--- src/rtl/sram_arb_pkg.sv ---
// Shared types and the pixel-to-word address map for the framebuffer SRAM arbiter.
package sram_arb_pkg;

  typedef enum logic [1:0] {
    ACC_IDLE,
    ACC_DISP,
    ACC_WR,
    ACC_CLR
  } acc_t;

  typedef enum logic {
    CLR_IDLE,
    CLR_RUN
  } clr_state_t;

  // Each SRAM word holds two horizontal pixels, so x[0] does not select a word.
  function automatic logic [19:0] pix_addr(input logic [9:0] x, input logic [9:0] y);
    return {2'b00, x[9:1], y[8:0]};
  endfunction

endpackage

--- src/rtl/sram_wr_fifo.sv ---
// Small synchronous FIFO that queues paint writes as {addr, color} until the SRAM is free.
module sram_wr_fifo #(
  parameter int unsigned FIFO_DEPTH = 4,
  parameter int unsigned Width      = 36
) (
  input  logic                        clk,
  input  logic                        reset,
  input  logic                        push,
  input  logic [Width-1:0]            wdata,
  input  logic                        pop,
  output logic [Width-1:0]            rdata,
  output logic                        full,
  output logic                        empty,
  output logic [$clog2(FIFO_DEPTH):0] count
);

  localparam int unsigned PtrW = $clog2(FIFO_DEPTH);
  localparam logic [PtrW:0] DepthC = FIFO_DEPTH[PtrW:0];

  logic [Width-1:0] mem_q [FIFO_DEPTH];
  logic [PtrW-1:0]  wr_ptr_q, rd_ptr_q;
  logic [PtrW:0]    count_q;
  logic             push_ok, pop_ok;

  assign push_ok = push && !full;
  assign pop_ok  = pop && !empty;

  // Power-of-two depth lets the pointers wrap on their own.
  always_ff @(posedge clk) begin
    if (reset) begin
      wr_ptr_q <= '0;
      rd_ptr_q <= '0;
      count_q  <= '0;
    end else begin
      if (push_ok) wr_ptr_q <= wr_ptr_q + 1'b1;
      if (pop_ok)  rd_ptr_q <= rd_ptr_q + 1'b1;
      if (push_ok && !pop_ok) begin
        count_q <= count_q + 1'b1;
      end else if (pop_ok && !push_ok) begin
        count_q <= count_q - 1'b1;
      end
    end
  end

  always_ff @(posedge clk) begin
    if (push_ok) mem_q[wr_ptr_q] <= wdata;
  end

  assign rdata = mem_q[rd_ptr_q];
  assign full  = (count_q == DepthC);
  assign empty = (count_q == '0);
  assign count = count_q;

endmodule

--- src/rtl/sram_arbiter.sv ---
// Fixed-priority scheduler for the framebuffer SRAM: display reads, then queued paint
// writes, then full-screen clear writes; one registered access per cycle.
module sram_arbiter
  import sram_arb_pkg::*;
#(
  parameter int unsigned X_MAX      = 640,
  parameter int unsigned Y_MAX      = 480,
  parameter int unsigned FIFO_DEPTH = 4
) (
  input  logic        clk,
  input  logic        reset,
  input  logic        disp_req,
  input  logic [9:0]  disp_x,
  input  logic [9:0]  disp_y,
  output logic        disp_valid,
  output logic [15:0] disp_data,
  input  logic        wr_valid,
  output logic        wr_ready,
  input  logic [9:0]  wr_x,
  input  logic [9:0]  wr_y,
  input  logic [15:0] wr_color,
  input  logic        clr_start,
  input  logic [15:0] clr_color,
  output logic        clr_busy,
  output logic [19:0] SRAM_ADDR,
  output logic [15:0] SRAM_DQ_out,
  output logic        SRAM_DQ_oe,
  input  logic [15:0] SRAM_DQ_in,
  output logic        SRAM_WE_N,
  output logic        SRAM_OE_N
);

  localparam int unsigned CntW   = $clog2(FIFO_DEPTH) + 1;
  localparam logic [10:0] XLim   = 11'(X_MAX);
  localparam logic [10:0] YLim   = 11'(Y_MAX);
  localparam logic [8:0]  CxLast = 9'(X_MAX / 2 - 1);
  localparam logic [9:0]  CyLast = 10'(Y_MAX - 1);

  logic            disp_in_range, wr_in_range;
  logic            fifo_push, fifo_pop, fifo_full, fifo_empty;
  logic [CntW-1:0] fifo_count;
  logic [35:0]     fifo_rdata;
  acc_t            acc;
  logic            clr_adv;

  clr_state_t  clr_state_q, clr_state_d;
  logic [8:0]  cx_q, cx_d;
  logic [9:0]  cy_q, cy_d;
  logic [15:0] clr_color_q, clr_color_d;

  logic [19:0] addr_q, addr_d;
  logic [15:0] dq_out_q, dq_out_d;
  logic        dq_oe_q, dq_oe_d;
  logic        we_n_q, we_n_d;
  logic        oe_n_q, oe_n_d;
  logic        disp_p1_q, disp_oor_p1_q;
  logic        disp_valid_q;
  logic [15:0] disp_data_q, disp_data_d;

  assign disp_in_range = ({1'b0, disp_x} < XLim) && ({1'b0, disp_y} < YLim);
  assign wr_in_range   = ({1'b0, wr_x} < XLim) && ({1'b0, wr_y} < YLim);

  assign clr_busy  = (clr_state_q == CLR_RUN);
  assign wr_ready  = !fifo_full && !clr_busy && !reset;
  // Out-of-range writes still complete the handshake but are dropped here.
  assign fifo_push = wr_valid && wr_ready && wr_in_range;

  sram_wr_fifo #(
    .FIFO_DEPTH(FIFO_DEPTH),
    .Width     (36)
  ) u_wr_fifo (
    .clk  (clk),
    .reset(reset),
    .push (fifo_push),
    .wdata({pix_addr(wr_x, wr_y), wr_color}),
    .pop  (fifo_pop),
    .rdata(fifo_rdata),
    .full (fifo_full),
    .empty(fifo_empty),
    .count(fifo_count)
  );

  always_comb begin
    acc      = ACC_IDLE;
    fifo_pop = 1'b0;
    clr_adv  = 1'b0;
    if (disp_req && disp_in_range) begin
      acc = ACC_DISP;
    end else if (!fifo_empty) begin
      acc      = ACC_WR;
      fifo_pop = 1'b1;
    end else if (clr_busy) begin
      acc     = ACC_CLR;
      clr_adv = 1'b1;
    end
  end

  // Clear scan: cy is the inner loop, cx steps one SRAM word (two pixels) at a time.
  always_comb begin
    clr_state_d = clr_state_q;
    cx_d        = cx_q;
    cy_d        = cy_q;
    clr_color_d = clr_color_q;
    unique case (clr_state_q)
      CLR_IDLE: begin
        if (clr_start) begin
          clr_state_d = CLR_RUN;
          cx_d        = '0;
          cy_d        = '0;
          clr_color_d = clr_color;
        end
      end
      CLR_RUN: begin
        if (clr_adv) begin
          if (cy_q == CyLast) begin
            cy_d = '0;
            if (cx_q == CxLast) begin
              clr_state_d = CLR_IDLE;
            end else begin
              cx_d = cx_q + 1'b1;
            end
          end else begin
            cy_d = cy_q + 1'b1;
          end
        end
      end
      default: clr_state_d = CLR_IDLE;
    endcase
  end

  always_comb begin
    addr_d   = addr_q;
    dq_out_d = dq_out_q;
    dq_oe_d  = 1'b0;
    we_n_d   = 1'b1;
    oe_n_d   = 1'b1;
    unique case (acc)
      ACC_DISP: begin
        addr_d = pix_addr(disp_x, disp_y);
        oe_n_d = 1'b0;
      end
      ACC_WR: begin
        addr_d   = fifo_rdata[35:16];
        dq_out_d = fifo_rdata[15:0];
        dq_oe_d  = 1'b1;
        we_n_d   = 1'b0;
      end
      ACC_CLR: begin
        addr_d   = pix_addr({cx_q, 1'b0}, cy_q);
        dq_out_d = clr_color_q;
        dq_oe_d  = 1'b1;
        we_n_d   = 1'b0;
      end
      default: ;
    endcase
  end

  always_comb begin
    disp_data_d = disp_data_q;
    if (disp_p1_q) disp_data_d = disp_oor_p1_q ? 16'h0000 : SRAM_DQ_in;
  end

  always_ff @(posedge clk) begin
    if (reset) begin
      clr_state_q   <= CLR_IDLE;
      cx_q          <= '0;
      cy_q          <= '0;
      clr_color_q   <= '0;
      addr_q        <= '0;
      dq_out_q      <= '0;
      dq_oe_q       <= 1'b0;
      we_n_q        <= 1'b1;
      oe_n_q        <= 1'b1;
      disp_p1_q     <= 1'b0;
      disp_oor_p1_q <= 1'b0;
      disp_valid_q  <= 1'b0;
      disp_data_q   <= '0;
    end else begin
      clr_state_q   <= clr_state_d;
      cx_q          <= cx_d;
      cy_q          <= cy_d;
      clr_color_q   <= clr_color_d;
      addr_q        <= addr_d;
      dq_out_q      <= dq_out_d;
      dq_oe_q       <= dq_oe_d;
      we_n_q        <= we_n_d;
      oe_n_q        <= oe_n_d;
      disp_p1_q     <= disp_req;
      disp_oor_p1_q <= !disp_in_range;
      disp_valid_q  <= disp_p1_q;
      disp_data_q   <= disp_data_d;
    end
  end

  assign SRAM_ADDR   = addr_q;
  assign SRAM_DQ_out = dq_out_q;
  assign SRAM_DQ_oe  = dq_oe_q;
  assign SRAM_WE_N   = we_n_q;
  assign SRAM_OE_N   = oe_n_q;
  assign disp_valid  = disp_valid_q;
  assign disp_data   = disp_data_q;

  fifo_count_bounded: assert property (@(posedge clk) disable iff (reset)
    fifo_count <= CntW'(FIFO_DEPTH));

endmodule

--- config.mk ---
export PLATFORM = sky130hd
export DESIGN_NAME = sram_arbiter
export DESIGN_NICKNAME = d
export VERILOG_FILES = /design/src/rtl/sram_arb_pkg.sv /design/src/rtl/sram_wr_fifo.sv /design/src/rtl/sram_arbiter.sv
export SDC_FILE = /design/constraint.sdc
export NUM_CORES = 1
export LEC_CHECK = 0
export BUFFER_PORTS_ARGS = -buffer_cell sky130_fd_sc_hd__buf_2
export CORE_ASPECT_RATIO = 0.75
export CORE_UTILIZATION = 35
export DETAILED_ROUTE_END_ITERATION = 12
export SLEW_MARGIN = 25
export SYNTH_ARGS = -nofsm -noshare
export SYNTH_HDL_FRONTEND = slang
export SYNTH_SLANG_ARGS = --single-unit
--- constraint.sdc ---
create_clock -name clk -period 2.9 [get_ports clk]
set_input_delay 0 -clock clk [delete_from_list [all_inputs] [get_ports clk]]
set_output_delay 0 -clock clk [all_outputs]
set_load 0.005 [all_outputs]
After elaboration in Yosys (flattened, before gate mapping) --
Memory sizes are Yosys's and may differ from the RTL's. A register that Yosys moved wholly into a read port is not among the register bits. Cells that the tools add are included.
Storage, ports and cells: flip-flop bits (word level) 101, memory bits (writable) 136, memories 1, input port bits 93
Operators by class: bitwise gates (word level) 1, $lt $le $gt $ge 4, multiplexer cells 34, equality and inequality tests 10, reductions and logical operators 26, add/sub/neg operators 6
Memories:
- u_wr_fifo.mem_q | words 4, width 34, rd ports 1, clocked after memory_dff 1, wr ports 1, RTL line sram_wr_fifo.sv:20 | logic [Width-1:0] mem_q [FIFO_DEPTH];
Operator list (count):
- case mux 20 bit (3 select lines) | 1
- 2-to-1 mux 9 bit | 4
- case mux 16 bit (2 select lines) | 1
- 2-to-1 mux 10 bit | 3
- < comparator 10 bit (second input constant) | 2
- < comparator 10 x 9 -> 1 bit (second input constant) | 2
- case mux 10 bit (2 select lines) | 1
- case mux 9 bit (2 select lines) | 1
- 2-to-1 mux 16 bit | 1
- 2-to-1 mux 1 bit | 14
- logical AND 1 bit | 11
- adder 10 x 1 -> 10 bit (second input constant) | 1
- == test 10 x 9 -> 1 bit (second input constant) | 1
- 2-to-1 mux 2 bit | 5
- adder 9 x 1 -> 9 bit (second input constant) | 1
- == test 9 bit (second input constant) | 1
- zero test 1 bit | 7
- 2-to-1 mux 3 bit | 2
- != test 2 bit (second input constant) | 3
- adder 2 x 1 -> 2 bit (second input constant) | 2
- == test 2 bit (second input constant) | 2
- AND reduction 2 bit | 2
- AND reduction 4 bit | 1
- nonzero test 2 bit | 2
- 10 further kinds | 10

Depth between registers and ports, before layout --
Gate-level depths: netlist (run 1).
depth after elaboration 11, depth in mapped cells 10

Modules after synthesis --
From an unflattened synthesis (run 1), not the netlist that was laid out.
Second synthesis, totals: cells, all modules 784, area, all modules 10003.3 um2
Modules (own cells, without submodules):
- sram_wr_fifo | seq. area each 4504.3 um2, cells an instance 236, area an instance 5696.7 um2, instances 1
- sram_arbiter | seq. area each 1881.8 um2, cells an instance 548, area an instance 4306.6 um2, instances 1

Worst setup path after synthesis (run 1) --
No wires, ideal clock.
path kind reg-to-reg, start register u_wr_fifo.count_q[0], in the netlist u_wr_fifo.count[0], end memory u_wr_fifo.mem_q[0][0] (netlist bit), enable pin, period minus slack after synthesis 2.478 ns, setup slack 0.422 ns, arrival 2.084 ns, setup time 0.394 ns, cell stages (with the launch flop) 6, cell sequence dfxtp_1 -> nor2_1 -> a211oi_1 -> and3_1 -> clkbuf_1 -> and2_1
On the way: word-level cells in the longest chain between the ends 9
RTL lines:
- start, declared | RTL line sram_wr_fifo.sv:22 | logic [PtrW:0] count_q;
- start signal, assigned | RTL line sram_wr_fifo.sv:38 | count_q <= count_q + 1'b1;
- start signal, assigned | RTL line sram_wr_fifo.sv:40 | count_q <= count_q - 1'b1;
- == test 3 bit | RTL line sram_wr_fifo.sv:50 | assign full = (count_q == DepthC);
- zero test 1 bit | RTL line sram_arbiter.sv:64 | assign wr_ready = !fifo_full && !clr_busy && !reset;
- logical AND 1 bit (2 in series) | RTL line sram_arbiter.sv:64
- net wr_ready | RTL line sram_arbiter.sv:18 | output logic wr_ready,
- logical AND 1 bit (2 in series) | RTL line sram_arbiter.sv:66 | assign fifo_push = wr_valid && wr_ready && wr_in_range;
- logical AND 1 bit | RTL line sram_wr_fifo.sv:25 | assign push_ok = push && !full;
- net u_wr_fifo.push_ok | RTL line sram_wr_fifo.sv:23 | logic push_ok, pop_ok;
- 2-to-1 mux 1 bit | RTL line sram_wr_fifo.sv:46 | if (push_ok) mem_q[wr_ptr_q] <= wdata;
- 2-to-1 mux 1 bit (not written as such) | RTL line sram_wr_fifo.sv:46
- end, declared | RTL line sram_wr_fifo.sv:20
The timed path passes the listed nets, and every way through them passes these cells.

Worst setup path after layout (run 1) --
start register u_wr_fifo.count_q[0], in the netlist u_wr_fifo.count[0], end register u_wr_fifo.count_q[2], in the netlist u_wr_fifo.count[2]
On the way: word-level cells in the longest chain between the ends 10
RTL lines:
- == test 3 bit | RTL line sram_wr_fifo.sv:50
- zero test 1 bit | RTL line sram_wr_fifo.sv:25, sram_arbiter.sv:64
- logical AND 1 bit (2 in series) | RTL line sram_arbiter.sv:64
- logical AND 1 bit (2 in series) | RTL line sram_arbiter.sv:66
- logical AND 1 bit | RTL line sram_wr_fifo.sv:25
- zero test 1 bit | RTL line sram_wr_fifo.sv:39 | end else if (pop_ok && !push_ok) begin
- logical AND 1 bit | RTL line sram_wr_fifo.sv:39
- nonzero test 2 bit (no source line)
Several ways; a longest one is shown, not always the timed one. The select of a mux whose other input is x is not followed. A chain may end at the register's enable or synchronous reset.

==> qor.yml, run 1 <==
status:
  outcome: "finished, final reports clean"
floorplanning:
  die_area_um2: 27300
  die_x_um: 191
  ios: 151
  start_util_pct: 35.8
  num_rows: 51
  core_area_um2: 26100
  die_h_um: 143
route:
  drt-initial-drc-count: 332
  ant_nets: 0
  dr.pass1.iters: 4
  routed_via_density: 4.91
  wl_mm: 22.7
  wl_per_cell_um: 17.4
  drc: 0
  vias: 6392
min_path:
  hp-class: "in2reg"
  hp-start: "reset"
  min_to: "u_wr_fifo.wr_ptr_q[0]$_SDFFE_PP0P_"
  min_path_cells: 5
critical_path:
  crit_path_start_kind: "flip-flop"
  endpoint_kind: "flip-flop"
  critPathBufInv: 1
  crit_chain: "nor2_1 -> a211oi_1 -> and3_2 -> ha_1 -> inv_1 -> fa_1 -> xor2_1 -> or3_1 -> a21oi_1"
  regToRegStartpoint: "u_wr_fifo.count[0]$_SDFFE_PP0P_"
  critPathTopFamily: "simple AND/OR/NAND/NOR gates"
  reg2reg_depth: 9
  ff2ff_setup_slack_ps: 310
  cp_max_fo: 7
  r2r_end: "u_wr_fifo.count[2]$_SDFFE_PP0P_"
  crit_type: "reg2reg"
  required_ps: 3360
  arrival_ps: 3060
  crit_path_start: "u_wr_fifo.count[0]$_SDFFE_PP0P_"
  crit_path_top_delay_cell: "dfxtp_1"
  slowest_delay_ps: 470
final_layout:
  nets: 1039
  syn2layout_area_growth_pct: 31.3
  layout_common_cells: "buf_2, edfxtp_1, dfxtp_1"
  layout-drive-gt1-share_pct: 27.0
  design_area_um2: 12300
  fin_util_pct: 46.9
  layout_commonest_cell: "buf_2"
place:
  gp_congestion: 0.779
  dp.final_hpwl_mm: 14.7
  portBuffers: 146
  placed_area_um2: 10500
grt:
  grt_pass1_wl_mm: 34.8
  grt_max_degree: 81
  grt_pass1_vias: 6194
  track_usage_pct: 16.4
  antenna_found_initial: 2
  grt_overflow: 0
timing:
  period_needed_ps: 2590
  timing.final.crit_share_pct: 89.4
  finalClockSkew_ps: 22.3
  fmax_mhz: 386
  relSlewSlack_pct: 32.4
  holdWs_ps: 99.5
  setup_viol: 0
  finalMaxSlewViolations: 0
  rsz0062_at_grt: "no"
  final.setup.tns_ps: 0
  finalHoldViolCount: 0
  worst_pin_slew_ps: 1010
clocking:
  path_clk_slew_ps: 60
  cts_tree: "built"
  cts_max_level: 1
  clk_latency_ps: 540
  cts_buffers: 26
  clkSinkCount: 237
  cts_setup_buffers: 0
  root_buffer: "clkbuf_16"
  cts_buffer_depth: 3
synthesis:
  yosysSeqAreaShare_pct: 65.4
  syn_inst: 697
  synth_ff_type: "edfxtp_1"
  yosys_warnings: 0
  avgSynthCellArea_um2: 13.4
  synth_edf_count: 136
  async_flop_share_pct: 0
  synthDistinctLibCells: 53
  ys_seq_elements: 237
  synth_area_um2: 9330
pwr:
  power_mw: 9.38
  power.leakage_nw: 4.61
  powerDensity_nw_per_um2: 765
  ir_worst_vdd_mv: 0.458
job:
  cap_viol_max_count: 0
==> worst min-delay path, delay by kind of cell <==
kind                   cells  cell delay, ps
XOR/XNOR                   1             140
AND/OR/NAND/NOR            2             300
AO/OA/AOI/OAI              1              60
buffers and inverters      1             100
==> power breakdown <==
group / internal (mW) / total, mW / switching [mW]
registers: 3.85 / 4.04 / 0.187
clock network: 1.96 / 3.33 / 1.37
logic: 0.956 / 2.01 / 1.05
==> what timing repair did <==
item | CTS | global route
endpoints found under the setup margin | 0 | 1
endpoints found under the hold margin | 191 | 0
hold buffers | 87 | 0
resized for setup | 0 | 1
==> worst max-delay path by stage <==
stage | endpoint | depth (start not counted) | slack, ps
2_1_floorplan | u_wr_fifo.mem_q[0][0]$_DFFE_PP_ | 5 | 420
4_1_cts | u_wr_fifo.count[2]$_SDFFE_PP0P_ | 9 | 190
3_5_place_dp | u_wr_fifo.count[2]$_SDFFE_PP0P_ | 9 | 210
6_report | u_wr_fifo.count[2]$_SDFFE_PP0P_ | 9 | 310
3_3_place_gp | u_wr_fifo.count[2]$_SDFFE_PP0P_ | 9 | 330
5_1_grt | u_wr_fifo.count[2]$_SDFFE_PP0P_ | 9 | 60
==> per-stage QoR <==
stage / worst slack, ps / std cells
final: 306 / 1303
after global placement: 327 / 1167
after CTS: 193 / 1301
after global routing: 59.1 / 1302
after floorplan: 422 / 698
after detailed placement: 209 / 1167
==> Yosys cell counts (all sizes together), types with 3 or more instances <==
master  instances  area share [%]
a21oi          61             3.3
nor3           13            0.80
a22oi          15             1.2
ha              7            0.94
buf            16            0.86
o21ai          10            0.66
and2            4            0.27
mux4           34             8.2
and3            4            0.27
nor2b          19             1.3
nand2          72             2.9
nand2b          3            0.20
nand3           7            0.38
a211oi         21             1.7
xnor2           5            0.47
mux2i          21             2.3
inv             5            0.20
o211ai          3            0.39
edfxtp        136              44
or3             6            0.40
dfxtp         101              22
nand3b          3            0.24
xor2            7            0.66
nand4           4            0.27
nor2           69             2.8
clkbuf         26             1.0
==> layout make-up <==
cell class              count  area, um^2
inverters                   5        18.8
multi-input cells         414        3050
diodes                      2        5.00
fillers                  2271       13800
repair buffers            254        1760
clock inverters            17         201
clock buffers              30         676
well taps                 344         430
flip-flops and latches    237        6110
==> state kept, by name (all words and copies together) (netlist names), 2 cells and up, named ones only <==
name / flops
u_wr_fifo.wr_ptr_q: 2
u_wr_fifo.count: 3
cx_q: 9
SRAM_ADDR: 18
clr_color_q: 16
u_wr_fifo.rd_ptr_q: 2
cy_q: 10
u_wr_fifo.mem_q: 136
SRAM_DQ_out: 16
disp_data: 16
==> per-layer routing <==
| metal | GRT usage (%) | vias up | part of all wire (%) |
|---|---|---|---|
| met5 | 0 | - | 0 |
| met4 | 4.76 | 0 | 2.3 |
| met3 | 2.95 | 38 | 4.3 |
| met2 | 24.3 | 169 | 43 |
| met1 | 24.4 | 3106 | 50 |
| li1 | - | 3079 | - |
==> cell families after synthesis <==
| logic type | Yosys count | share of synthesized area [%] |
|---|---|---|
| xor gates and xnor gates | 12 | 1.13 |
| muxes | 55 | 10.5 |
| other | 1 | 0.0402 |
| DFF | 237 | 65.4 |
| adders and majority gates | 8 | 1.15 |
| and+or+nand+nor | 213 | 10.6 |
| buffers and inverters | 47 | 2.10 |
| AOI/OAI and AO/OA | 124 | 9.10 |
No activity file was read; power rests on OpenSTA's default activity.
==> run 2, diff against run 1 <==
--- a/config.mk
+++ b/config.mk
@@ -5,10 +5,10 @@
 export SDC_FILE = /design/constraint.sdc
 export NUM_CORES = 1
 export LEC_CHECK = 0
-export BUFFER_PORTS_ARGS = -buffer_cell sky130_fd_sc_hd__buf_2
 export CORE_ASPECT_RATIO = 0.75
 export CORE_UTILIZATION = 35
 export DETAILED_ROUTE_END_ITERATION = 12
+export DONT_BUFFER_PORTS = 1
 export SLEW_MARGIN = 25
 export SYNTH_ARGS = -nofsm -noshare
 export SYNTH_HDL_FRONTEND = slang
==> run 2 against run 1 <==
Compared with the run above:
- combinational power is 15% lower
- utilization decreased by 2.5 points
- cell area fell by 5.4%
- worst hold slack lost 35 ps
- critical path depth unchanged
- highest routed layer unchanged
- sequential share of layout area rose by 2.9 points
- via count fell by 9.5%
- first-iteration DRC count down 23%
- setup slack improved by 1.8 ps
- sequential cell count stayed put
- routed wire length fell by 5.8%
==> qor.yml, run 2 (synthesis gave the netlist of run 1 again) <==
timing:
  worst_pin_slew_ps: 990
  finalClockSkew_ps: 15.7
  finalHoldViolCount: 0
  worst_slack_ps: 308
  period_needed_ps: 2590
  finalMaxSlewViolations: 0
  setup_viol: 0
  timing.final.crit_share_pct: 89.4
  holdWs_ps: 64.5
  fmax_mhz: 386
  relSlewSlack_pct: 33.7
  rsz0062_at_grt: "no"
  final.setup.tns_ps: 0
route:
  drt-initial-drc-count: 254
  wl_mm: 21.4
  wl_per_cell_um: 18.4
  routed_via_density: 4.97
  vias: 5782
  ant_nets: 0
  drc: 0
  dr.pass1.iters: 4
clocking:
  path_clk_slew_ps: 70
  cts_max_level: 1
  cts_buffers: 25
  cts_setup_buffers: 0
  clk_latency_ps: 530
  root_buffer: "clkbuf_16"
  cts_buffer_depth: 3
  post_cts_resized: 0
  clkSinkCount: 237
  ctsHoldBuffers: 92
  cts_tree: "built"
final_layout:
  largest_reg_flops: 136
  syn2layout_area_growth_pct: 24.1
  fillers: 2284
  multi_input_area_um2: 3050
  regArea_um2: 6110
  layout-drive-gt1-share_pct: 14.1
  regMostFlops: "u_wr_fifo.mem_q"
  layout_common_cells: "edfxtp_1, dfxtp_1, dlygate4sd3_1"
  finalNonFillerCells: 1163
  layout_commonest_cell: "edfxtp_1"
  nets: 899
place:
  gp_congestion: 0.787
  dp_slack_ps: 308
  dp.final_hpwl_mm: 13.8
  dp.cells: 1023
  portBuffers: 0
floorplanning:
  die_h_um: 143
  num_rows: 51
  die_x_um: 191
  ios: 151
  die_area_um2: 27300
  start_util_pct: 35.8
  core_area_um2: 26100
job:
  cap_viol_max_count: 0
pwr:
  power_mw: 9.11
  power.leakage_nw: 4.00
  ir_worst_vdd_mv: 0.386
  powerDensity_nw_per_um2: 786
critical_path:
  crit_path_start_kind: "flip-flop"
  cp_max_fo: 7
  endpoint_kind: "flip-flop"
  arrival_ps: 3060
  crit_type: "reg2reg"
  required_ps: 3370
grt:
  grt_overflow: 0
  grt_pass1_wl_mm: 32.6
  track_usage_pct: 15.4
  grt_pass1_vias: 5674
  antenna_found_initial: 2
  grt_max_degree: 82
min_path:
  hp-class: "in2reg"
status:
  outcome: "finished, final reports clean"
-- run 2: path summary, 6_finish.rpt --
path,to,cells past startpoint,startpoint,slack [ps]
min,cx_q[8]$_SDFFE_PP0P_,3,clr_start,60
max,u_wr_fifo.count[2]$_SDFFE_PP0P_,9,u_wr_fifo.count[0]$_SDFFE_PP0P_,310
max reg2reg,u_wr_fifo.count[2]$_SDFFE_PP0P_,9,u_wr_fifo.count[0]$_SDFFE_PP0P_,310
min reg2reg,SRAM_DQ_out[0]$_SDFFE_PP0N_,2,clr_color_q[0]$_SDFFE_PP0P_,440
-- run 2: power by group --
part / leakage [nW] / switching (mW) / total [mW] / internal, mW
clock network: 0.414 / 1.31 / 3.26 / 1.94
logic: 1.54 / 0.903 / 1.71 / 0.810
registers: 2.05 / 0.287 / 4.14 / 3.85
total: 4.00 / 2.50 / 9.11 / 6.60
-- run 2: metrics by stage --
| stage | utilization [%] | cell area, um^2 |
|---|---|---|
| 3_3_place_gp | 37.5 | 9800 |
| 6_report | 44.4 | 11600 |
| 5_1_grt | 44.4 | 11600 |
| 2_1_floorplan | - | 9340 |
| 3_5_place_dp | 37.5 | 9800 |
| 4_1_cts | 44.4 | 11600 |
-- run 2: layer usage --
metal  share of wire [%]  global-route usage (%)  vias to the layer above  wire [um]
met5                   0                       0                        -          0
met4                 2.6                    4.80                        0        548
met3                 6.0                    3.96                       39       1280
met2                  44                    23.1                      150       9320
met1                  48                    21.8                     2798      10200
li1                    -                       -                     2795          -
-- run 2: critical path: stages (launching register included) --
cell and delay [ps]:
dfxtp_1 460, nor2_1 80, a211oi_1 340, and3_1 370
ha_1 240, inv_1 60, fa_1 370, xor2_1 160
or3_1 310, a21oi_1 130
-- run 2: layout make-up --
type	count	share of cell area, %
Antenna cell	2	0.0432
Inverter	5	0.162
Timing Repair Buffer	115	9.70
Multi-Input combinational cell	414	26.3
Clock inverter	14	1.44
Sequential cell	237	52.7
Tap cell	344	3.71
Clock buffer	32	5.88
